## config.mk

```make
export PLATFORM = sky130hd
export DESIGN_NAME = leitor_7seg_bcd
export DESIGN_NICKNAME = d
export VERILOG_FILES = /design/src/rtl/leitor_7seg_bcd.sv
export SDC_FILE = /design/constraint.sdc
export NUM_CORES = 1
export LEC_CHECK = 0
export ABC_AREA = 1
export BUFFER_PORTS_ARGS = -buffer_cell sky130_fd_sc_hd__buf_2
export CAP_MARGIN = 20
export CELL_PAD_IN_SITES_DETAIL_PLACEMENT = 2
export CELL_PAD_IN_SITES_GLOBAL_PLACEMENT = 2
export CORE_AREA = 2 2 115 73
export DETAILED_ROUTE_END_ITERATION = 10
export DIE_AREA = 0 0 117 75
export PLACE_DENSITY = 0.92
export SYNTH_ARGS = -nofsm -noshare
export SYNTH_HDL_FRONTEND = slang
export SYNTH_SLANG_ARGS = --single-unit
```

## constraint.sdc

```tcl
create_clock -name clk -period 3 [get_ports clk]
set_input_delay 0.15 -clock clk [delete_from_list [all_inputs] [get_ports clk]]
set_output_delay 0.15 -clock clk [all_outputs]
set_load 0.01 [all_outputs]
```

## src/rtl/leitor_7seg_bcd.sv

```systemverilog
// rtl/leitor_7seg_bcd.sv - recovers per-digit BCD values from a multiplexed active-high 7-segment bus
module leitor_7seg_bcd #(
    parameter int N_DIG   = 4,
    parameter int ESTAVEL = 3
) (
    input  logic                 clk,
    input  logic                 rst_n,
    input  logic                 a,
    input  logic                 b,
    input  logic                 c,
    input  logic                 d,
    input  logic                 e,
    input  logic                 f,
    input  logic                 g,
    input  logic [N_DIG-1:0]     an,
    output logic [4*N_DIG-1:0]   dig_bcd,
    output logic                 valido,
    output logic                 erro,
    output logic                 atualizado
);

    localparam int PW = N_DIG + 7;
    localparam int IW = (N_DIG > 1) ? $clog2(N_DIG) : 1;
    localparam logic [3:0] EST4 = 4'(ESTAVEL);

    logic [6:0]         seg;
    logic [PW-1:0]      pair;
    logic [PW-1:0]      pair_ant_q, pair_ant_d;
    logic [3:0]         cont_q, cont_d;
    logic               capturado_q, capturado_d;
    logic [4*N_DIG-1:0] dig_q, dig_d;
    logic [N_DIG-1:0]   mascara_q, mascara_d;
    logic               valido_q, valido_d;
    logic               erro_q, erro_d;
    logic               atualizado_q, atualizado_d;

    logic               qual;
    logic               held;
    logic               capture;
    logic [IW-1:0]      idx;
    logic               pat_ok;
    logic [3:0]         pat_nib;
    logic [3:0]         old_nib;

    assign seg = {a, b, c, d, e, f, g};

    always_comb begin
        pat_ok  = 1'b1;
        pat_nib = 4'd0;
        case (seg)
            7'b1111110: pat_nib = 4'd0;
            7'b0110000: pat_nib = 4'd1;
            7'b1101101: pat_nib = 4'd2;
            7'b1111001: pat_nib = 4'd3;
            7'b0110011: pat_nib = 4'd4;
            7'b1011011: pat_nib = 4'd5;
            7'b1011111: pat_nib = 4'd6;
            7'b1110000: pat_nib = 4'd7;
            7'b1111111: pat_nib = 4'd8;
            7'b1111011: pat_nib = 4'd9;
            default:    pat_ok  = 1'b0;
        endcase
    end

    always_comb begin
        idx = '0;
        for (int i = 0; i < N_DIG; i++) begin
            if (an[i]) idx = IW'(i);
        end
    end

    always_comb begin
        pair         = {an, seg};
        qual         = ($countones(an) == 1) && (seg != 7'd0);
        pair_ant_d   = pair;
        cont_d       = 4'd0;
        capturado_d  = 1'b0;
        held         = 1'b0;
        capture      = 1'b0;
        dig_d        = dig_q;
        mascara_d    = mascara_q;
        valido_d     = &mascara_q;
        erro_d       = 1'b0;
        atualizado_d = 1'b0;
        old_nib      = dig_q[{idx, 2'b00} +: 4];

        // A changed pair opens a fresh window; an unchanged one inherits the window's capture flag.
        if (qual) begin
            if (pair != pair_ant_q) begin
                cont_d = 4'd1;
            end else begin
                cont_d = (cont_q >= EST4) ? EST4 : cont_q + 4'd1;
                held   = capturado_q;
            end
            capture     = (cont_d == EST4) && !held;
            capturado_d = held | capture;
        end

        if (capture) begin
            if (pat_ok) begin
                dig_d[{idx, 2'b00} +: 4] = pat_nib;
                mascara_d[idx]           = 1'b1;
                atualizado_d             = (pat_nib != old_nib) || !mascara_q[idx];
            end else begin
                mascara_d[idx] = 1'b0;
                erro_d         = 1'b1;
            end
        end
    end

    always_ff @(posedge clk or negedge rst_n) begin
        if (!rst_n) begin
            pair_ant_q   <= '0;
            cont_q       <= 4'd0;
            capturado_q  <= 1'b0;
            dig_q        <= '0;
            mascara_q    <= '0;
            valido_q     <= 1'b0;
            erro_q       <= 1'b0;
            atualizado_q <= 1'b0;
        end else begin
            pair_ant_q   <= pair_ant_d;
            cont_q       <= cont_d;
            capturado_q  <= capturado_d;
            dig_q        <= dig_d;
            mascara_q    <= mascara_d;
            valido_q     <= valido_d;
            erro_q       <= erro_d;
            atualizado_q <= atualizado_d;
        end
    end

    assign dig_bcd    = dig_q;
    assign valido     = valido_q;
    assign erro       = erro_q;
    assign atualizado = atualizado_q;

endmodule
```

==> impl_metrics.toml, run 1 <==
[layout]
n_fill_cell = 903
final_layout_size_suffix_gt1_frac = 0.195
final_util = 0.407
fin_nets = 432
area_delta_synth_final_pct = 15.7
design_area_um2 = 3120
multi_input_area_um2 = 1480
register_area_um2 = 976
diodes = 0

[placed_design]
place_worst_setup_slack_ps = 198
place_congestion = 0.848
hpwlAfterDp_um = 7370
port_buffers = 31
place_area_um2 = 2950

[global_route]
track_usage = 0.259
grt_pass1_vias = 2940
overflow = 0
antenna_found_initial = 0
grt_first_pass_wirelength_um = 16600
grt_max_degree = 40

[routing]
ant_nets = 0
wirelength_um = 10400
first_iter_violations = 156
num_vias = 2683
remaining_drc_errors = 0
firstDrtPassIters = 4
wl_per_cell_um = 20.1
vias_per_cell = 5.17

[timing]
slew_headroom = 0.344
fmaxAchievable_mhz = 375
tightest_slew_ps = 983
rsz0062_at_grt = "no"
hold_violations = 1
hold_ws_ps = -0.0676
drv_slew = 0
final.setup.worst_slack_ps = 334
setup_viol = 0
fin_crit_ps = 2670
tns_ps = 0
skew_ps = 6.61
finalCritPeriodShare = 0.889

[floorplan]
core_area_um2 = 7660
initial_core_util = 0.352
dieHeight_um = 75
chipWidth_um = 117
num_rows = 25
dieArea_um2 = 8780
io_pins = 32

[power_and_ir_drop]
clock_power_share = 0.471
power_switching_w = 0.000412
p_leak_nw = 1.72
power_frac_seq = 0.384
power_frac_comb = 0.145
p_per_area_nw_per_um2 = 454
ir_drop_mv = 0.227
p_total_w = 0.00142
internal-power_w = 0.00100
swShare = 0.291

[clocking]
clockRootBuffer = "clkbuf_16"
clock_sinks = 39
cts_made_buffers = 5
h-tree-depth = 2
cts_tree = "yes"
cts_max_path_buffers = 2
clk_pin_slew_worst_paths_ps = 60
post_cts_buffers = 0
cts_resized = 0
holdBufCountCts = 0
insertion_delay_ps = 300

[status]
outcome = "finished, violations left"
violations = "hold timing"

[logic_synthesis]
synth_cells = 378
synth_cell_types = 36
seq_area_frac_synth = 0.362
syn-mean-instance-area_um2 = 7.13
synth-seq-cells = 39
synth.cell_area_um2 = 2700
ys.warnings.count = 0

[setup_path]
crit_buf_inv = 3
cp_max_fo = 5
critPathTopFamily = "simple AND/OR/NAND/NOR gates"
start_kind = "input pin"
critPathKind = "in -> reg"
slowest_stage = "fa_1"
cp.required_ps = 3180
slowest_delay_ps = 540
arrival_ps = 2850
cp_cell_sequence = "buf_2 > inv_1 > fa_1 > inv_1 > ha_1 > ha_1 > nor3b_1 > o21ai_2 > nor2_4 > nand3_2 > nor2_4 > nand4_2 > nand2_1 > nand2_1"
end_kind = "flop"

[worst_hold_path]
hp-class = "in -> async"

[job]
maxCapViolCount = 0
[final timing paths]
check | slack (ps) | cells after the start | from | end
max | 330 | 14 | an[1] | dig_bcd[6]$_DFFE_PN0P_
min | -0.07 | 1 | rst_n | pair_ant_q[4]$_DFF_PN0_
max reg2reg | 1160 | 12 | pair_ant_q[9]$_DFF_PN0_ | flop
min reg2reg | 510 | 2 | flop | flop
max in group asynchronous | 2380 | 1 | rst_n | valido$_DFF_PN0_
min in group clk | 0 | 1 | an[0] | pair_ant_q[7]$_DFF_PN0_
[metrics by stage]
stage | hold slack [ps] | instances
6_report | -0.0676 | 519
5_1_grt | 8.17 | 519
2_1_floorplan | -146 | 379
4_1_cts | 1.56 | 519
3_5_place_dp | 306 | 511
3_3_place_gp | 299 | 511
[cells in the final DEF (no fill, tap or decap), drive strengths merged, types with 2 or more instances in the layout]
cell type	synthesis	layout
ha	8	8
clkinv	1	2
nor3	4	4
xor2	3	3
dfrtp	39	39
clkbuf	0	6
xnor2	3	3
inv	50	50
nor2	56	56
nand2	140	140
nand3	33	33
o21ai	11	11
nand4	14	14
conb	1	2
a21oi	3	3
buf	7	31
[area by class of cell]
type | count | share of cell area
well taps | 108 | 0.0433
multi-input cells | 282 | 0.476
repair buffers | 31 | 0.0497
inverters | 51 | 0.0626
flip-flops and latches | 39 | 0.313
clock inverters | 2 | 0.0112
clock buffers | 6 | 0.0445
[power by group through the flow]
| stage | registers [W] | logic, W | clock network (W) |
|---|---|---|---|
| 2_1_floorplan | 0.000552 | 0.000125 | 0 |
| 3_3_place_gp | 0.000553 | 0.000180 | 0 |
| 3_5_place_dp | 0.000555 | 0.000195 | 0 |
| 4_1_cts | 0.000545 | 0.000207 | 0.000670 |
| 5_1_grt | 0.000546 | 0.000227 | 0.000695 |
| 6_report | 0.000545 | 0.000205 | 0.000667 |
[synth_stat cells]
cell type / count / area [um^2]
buf_2: 5 / 25.0
nand3_2: 2 / 20.0
conb_1: 1 / 3.75
nand3_1: 29 / 145
nor2_8: 2 / 40.0
ha_1: 8 / 100
dfrtp_1: 39 / 976
xnor2_1: 3 / 26.3
nand4_1: 9 / 56.3
nand3_4: 2 / 35.0
o21ai_4: 1 / 16.3
xor2_1: 3 / 26.3
inv_2: 10 / 37.5
fa_1: 1 / 20.0
buf_6: 1 / 11.3
nor3b_1: 1 / 7.51
nand4_4: 1 / 21.3
o21ai_1: 3 / 15.0
nor2_2: 3 / 18.8
nand2_4: 1 / 11.3
o21ai_0: 4 / 20.0
inv_4: 1 / 6.26
o31ai_1: 1 / 7.51
nand4_2: 4 / 50.1
clkinv_2: 1 / 5.00
nand2_1: 134 / 503
buf_4: 1 / 7.51
nand2_2: 5 / 31.3
nor3_1: 4 / 20.0
a21oi_1: 3 / 15.0
nor2_1: 46 / 173
nand3b_1: 1 / 7.51
inv_1: 39 / 146
o211ai_1: 1 / 7.51
nor2_4: 5 / 56.3
o21ai_2: 3 / 26.3
[logic make-up after synthesis]
family,after synthesis,synth area share
adders and majority gates,9,0.0446
DFF,39,0.362
and+or+nand+nor,249,0.444
AOI/OAI and AO/OA,16,0.0399
xor gates and xnor gates,6,0.0195
other,1,0.00139
buffers and inverters,58,0.0887
[routing by layer]
layer,part of all wire,track usage,vias to the layer above
li1,-,-,1240
met1,0.48,0.365,1368
met2,0.46,0.413,60
met3,0.048,0.0531,15
met4,0.014,0.0627,0
met5,0,0,-
(Power assumes the default switching activity.)
==> run 2, diff against run 1 <==
- CORE_AREA: 2 2 115 73 -> 2 2 120 76
- DIE_AREA: 0 0 117 75 -> 0 0 122 78
- PLACE_DENSITY: 0.92 -> 0.86
- clock period: 3 -> 2.95 ns (I/O delays scaled with it)
==> impl_metrics.toml, run 2 (same netlist as run 1, synthesis figures left out) <==
[routing]
wirelength_um = 8960
num_vias = 2553
wl_per_cell_um = 17.1
ant_nets = 0
vias_per_cell = 4.87
firstDrtPassIters = 4
first_iter_violations = 123
remaining_drc_errors = 0

[timing]
skew_ps = 6.29
tightest_slew_ps = 941
fmaxAchievable_mhz = 404
finalCritPeriodShare = 0.840
drv_slew = 0
fin_crit_ps = 2480
hold_violations = 0
setup_viol = 0
rsz0062_at_grt = "no"
slew_headroom = 0.373
tns_ps = 0

[floorplan]
dieArea_um2 = 9520
num_rows = 26
chipWidth_um = 122
core_area_um2 = 8300
dieHeight_um = 78
io_pins = 32
initial_core_util = 0.325

[setup_path]
arrival_ps = 2660
r2r_start = "pair_ant_q[7]$_DFF_PN0_"
end_kind = "flop"
worstRegToRegCells = 10
critPathKind = "in -> reg"
cp.required_ps = 3130
start_kind = "input pin"
rrSetupSlack_ps = 1150
cp_max_fo = 5

[layout]
final_layout_size_suffix_gt1_frac = 0.194
fin_nets = 433
n_fill_cell = 1021
final_common_cell = "nand2_1"
design_area_um2 = 3150
area_delta_synth_final_pct = 17.0
diodes = 0
layout_common_cells = "nand2_1, nor2_1, inv_1, dfrtp_1, buf_2"

[global_route]
grt_pass1_vias = 2721
track_usage = 0.199
grt_first_pass_wirelength_um = 14400
grt_max_degree = 40
overflow = 0
antenna_found_initial = 0

[worst_hold_path]
hp-class = "in -> async"

[status]
outcome = "complete, no violations"

[clocking]
cts_made_buffers = 5
cts_tree = "yes"
clock_sinks = 39
post_cts_buffers = 0
clockRootBuffer = "clkbuf_16"
insertion_delay_ps = 290
h-tree-depth = 2
cts_max_path_buffers = 2
cts_resized = 0
clk_pin_slew_worst_paths_ps = 70

[power_and_ir_drop]
ir_drop_mv = 0.308
p_per_area_nw_per_um2 = 470
p_leak_nw = 1.73

[placed_design]
port_buffers = 31
place_area_um2 = 2950
place_congestion = 0.861
hpwlAfterDp_um = 6920

[job]
maxCapViolCount = 0
-- run 2: worst max-delay path by stage --
stage,cells past startpoint,startpoint,end,slack (ps)
after floorplan,13,an[0],dig_bcd[10]$_DFFE_PN0P_,650
after global placement,14,an[0],dig_bcd[8]$_DFFE_PN0P_,290
after detailed placement,14,an[1],dig_bcd[8]$_DFFE_PN0P_,180
after CTS,14,an[1],dig_bcd[8]$_DFFE_PN0P_,430
after global routing,14,an[1],dig_bcd[9]$_DFFE_PN0P_,200
final,14,an[0],dig_bcd[8]$_DFFE_PN0P_,470
-- run 2: where the power goes --
part / internal [W] / total, W / switching [W]
clock network: 0.000485 / 0.000730 / 0.000244
logic: 0.0000536 / 0.000201 / 0.000147
registers: 0.000546 / 0.000553 / 0.00000669
total: 0.00109 / 0.00148 / 0.000398
-- run 2: final cells by class --
class	instances	area, um^2	share of cell area
multi-input cells	282	1480	0.471
clock buffers	5	125	0.0397
inverters	51	195	0.0619
clock inverters	3	67.6	0.0214
well taps	112	140	0.0444
repair buffers	32	165	0.0524
flip-flops and latches	39	976	0.310
-- run 2: repair_timing --
item                                    4_1_cts  5_1_grt
endpoints found under the setup margin        0        0
hold buffers                                  1        0
hold endpoints to repair                      1        0
-- run 2: worst max-delay path: stages --
cell and delay, ps:
buf_2 110, inv_1 60, fa_1 560, inv_1 50, ha_1 170, ha_1 270
nor3b_1 240, o21ai_2 160, nor2_4 200, nand3_2 150, nor2_4 180, nand4_2 190
nand2_1 110, nand2_1 50
-- run 2: metal layers --
layer	track usage	part of all wire	up-vias
li1	-	-	1237
met2	0.309	0.45	36
met5	0	0	-
met4	0.0356	0.0038	0
met1	0.290	0.51	1275
met3	0.0353	0.038	5
-- run 2: metrics by stage --
step / hold WS [ps] / setup WS (ps) / total power [W] / instances / util
floorplan: -148 / 647 / 0.000689 / 379 / -
global placement: 294 / 288 / 0.000747 / 515 / 0.356
detailed placement: 297 / 181 / 0.000759 / 515 / 0.356
CTS: 21.3 / 426 / 0.00150 / 524 / 0.380
global route: 27.0 / 201 / 0.00154 / 524 / 0.380
finish: 0.626 / 473 / 0.00148 / 524 / 0.380
==> run 3, diff against run 2 <==
- clock period: 2.95 -> 2.46 ns (I/O delays scaled with it)
==> impl_metrics.toml, run 3 (same netlist as run 1, synthesis figures left out) <==
[clocking]
clock_sinks = 39
clk_pin_slew_worst_paths_ps = 60
insertion_delay_ps = 290
cts_tree = "yes"
cts_max_path_buffers = 2
h-tree-depth = 2
clockRootBuffer = "clkbuf_16"
cts_made_buffers = 5

[layout]
diodes = 0
area_delta_synth_final_pct = 22.9
layout_common_cells = "nand2_1, nor2_1, inv_1, dfrtp_1, buf_2"
final_util = 0.399
final_layout_size_suffix_gt1_frac = 0.245
fin_nets = 449
final_common_cell = "nand2_1"

[power_and_ir_drop]
swShare = 0.291
ir_drop_mv = 0.241
internal-power_w = 0.00118
power_switching_w = 0.000485
p_total_w = 0.00167
p_leak_nw = 1.79
clock_power_share = 0.426
power_frac_comb = 0.177
power_frac_seq = 0.398
p_per_area_nw_per_um2 = 504

[setup_path]
crit_start = "an[3]"
cp_max_fo = 4
end_kind = "flop"
critPathKind = "in -> reg"
arrival_ps = 2590
start_kind = "input pin"
r2r_start = "pair_ant_q[0]$_DFF_PN0_"
cp.required_ps = 2640

[floorplan]
num_rows = 26
io_pins = 32
dieHeight_um = 78
core_area_um2 = 8300
dieArea_um2 = 9520
chipWidth_um = 122
initial_core_util = 0.325

[timing]
slew_headroom = 0.326
skew_ps = 5.63
tns_ps = 0
tightest_slew_ps = 1010
drv_slew = 0
setup_viol = 0
hold_ws_ps = 11.3
fin_crit_ps = 2410
hold_violations = 0
fmaxAchievable_mhz = 415
finalCritPeriodShare = 0.979

[global_route]
overflow = 0
grt_first_pass_wirelength_um = 15400
grt_pass1_vias = 2789
track_usage = 0.216
grt_max_degree = 40
antenna_found_initial = 0

[worst_hold_path]
hp-class = "in -> async"

[routing]
num_vias = 2724
wirelength_um = 10300
wl_per_cell_um = 19.0
firstDrtPassIters = 4
vias_per_cell = 5.04
first_iter_violations = 166
remaining_drc_errors = 0
ant_nets = 0

[job]
maxCapViolCount = 0

[placed_design]
hpwlAfterDp_um = 7260
place_congestion = 0.839
port_buffers = 31

[status]
outcome = "complete, no violations"
[run 3: what timing repair did]
action | CTS | global route
hold buffers | 0 | 0
pin swaps | 0 | 7
endpoints found under the setup margin | 14 | 19
gates resized for setup | 1 | 14
setup buffers | 0 | 4
cloned | 0 | 1
[run 3: worst paths after layout]
kind / to / slack [ps] / depth (start not counted)
setup / recovery: dig_bcd[0]$_DFFE_PN0P_ / 50 / 15
hold reg to reg: dig_bcd[4]$_DFFE_PN0P_ / 500 / 2
min in group clk: pair_ant_q[9]$_DFF_PN0_ / 20 / 1
max in group asynchronous: erro$_DFF_PN0_ / 1830 / 1
setup reg to reg: dig_bcd[0]$_DFFE_PN0P_ / 610 / 12
hold / removal: pair_ant_q[7]$_DFF_PN0_ / 10 / 1
[run 3: cell type report]
cell class,count,area [um^2]
tap,112,140
sequential,39,976
fill,1010,4980
clock buffer,8,156
multi-input combinational,283,1570
timing repair buffer,47,279
inverter,51,195
[run 3: metrics by stage]
step	instances	area, um^2	setup WS (ps)
floorplan	379	2700	182
global placement	527	3040	-95.3
detailed placement	527	3040	-192
CTS	535	3200	75.6
global route	540	3310	-36.9
finish	540	3310	50.8
[run 3: routing by layer]
layer  up-vias  global-route usage  share of wire
li1       1276                   -              -
met1      1386               0.315           0.49
met2        51               0.337           0.46
met3        11              0.0375          0.039
met4         0              0.0356          0.013
met5         -                   0              0
[run 3: power groups by stage]
stage	Combinational, W	Clock, W	Sequential [W]
final	0.000295	0.000711	0.000664
after global routing	0.000326	0.000755	0.000665
after CTS	0.000272	0.000721	0.000664
after detailed placement	0.000261	0	0.000676
after global placement	0.000245	0	0.000674
after floorplan	0.000152	0	0.000674
[run 3: critical path, stage by stage]
cell     delay, ps
buf_2          100
inv_2           50
fa_1           560
inv_1           60
ha_2           180
ha_4           220
nor3b_4        210
o21ai_2        130
nor2_4         160
nand3_2        130
nor2_4         210
buf_4          150
nand4_4        120
nand2_1        130
nand2_1         60
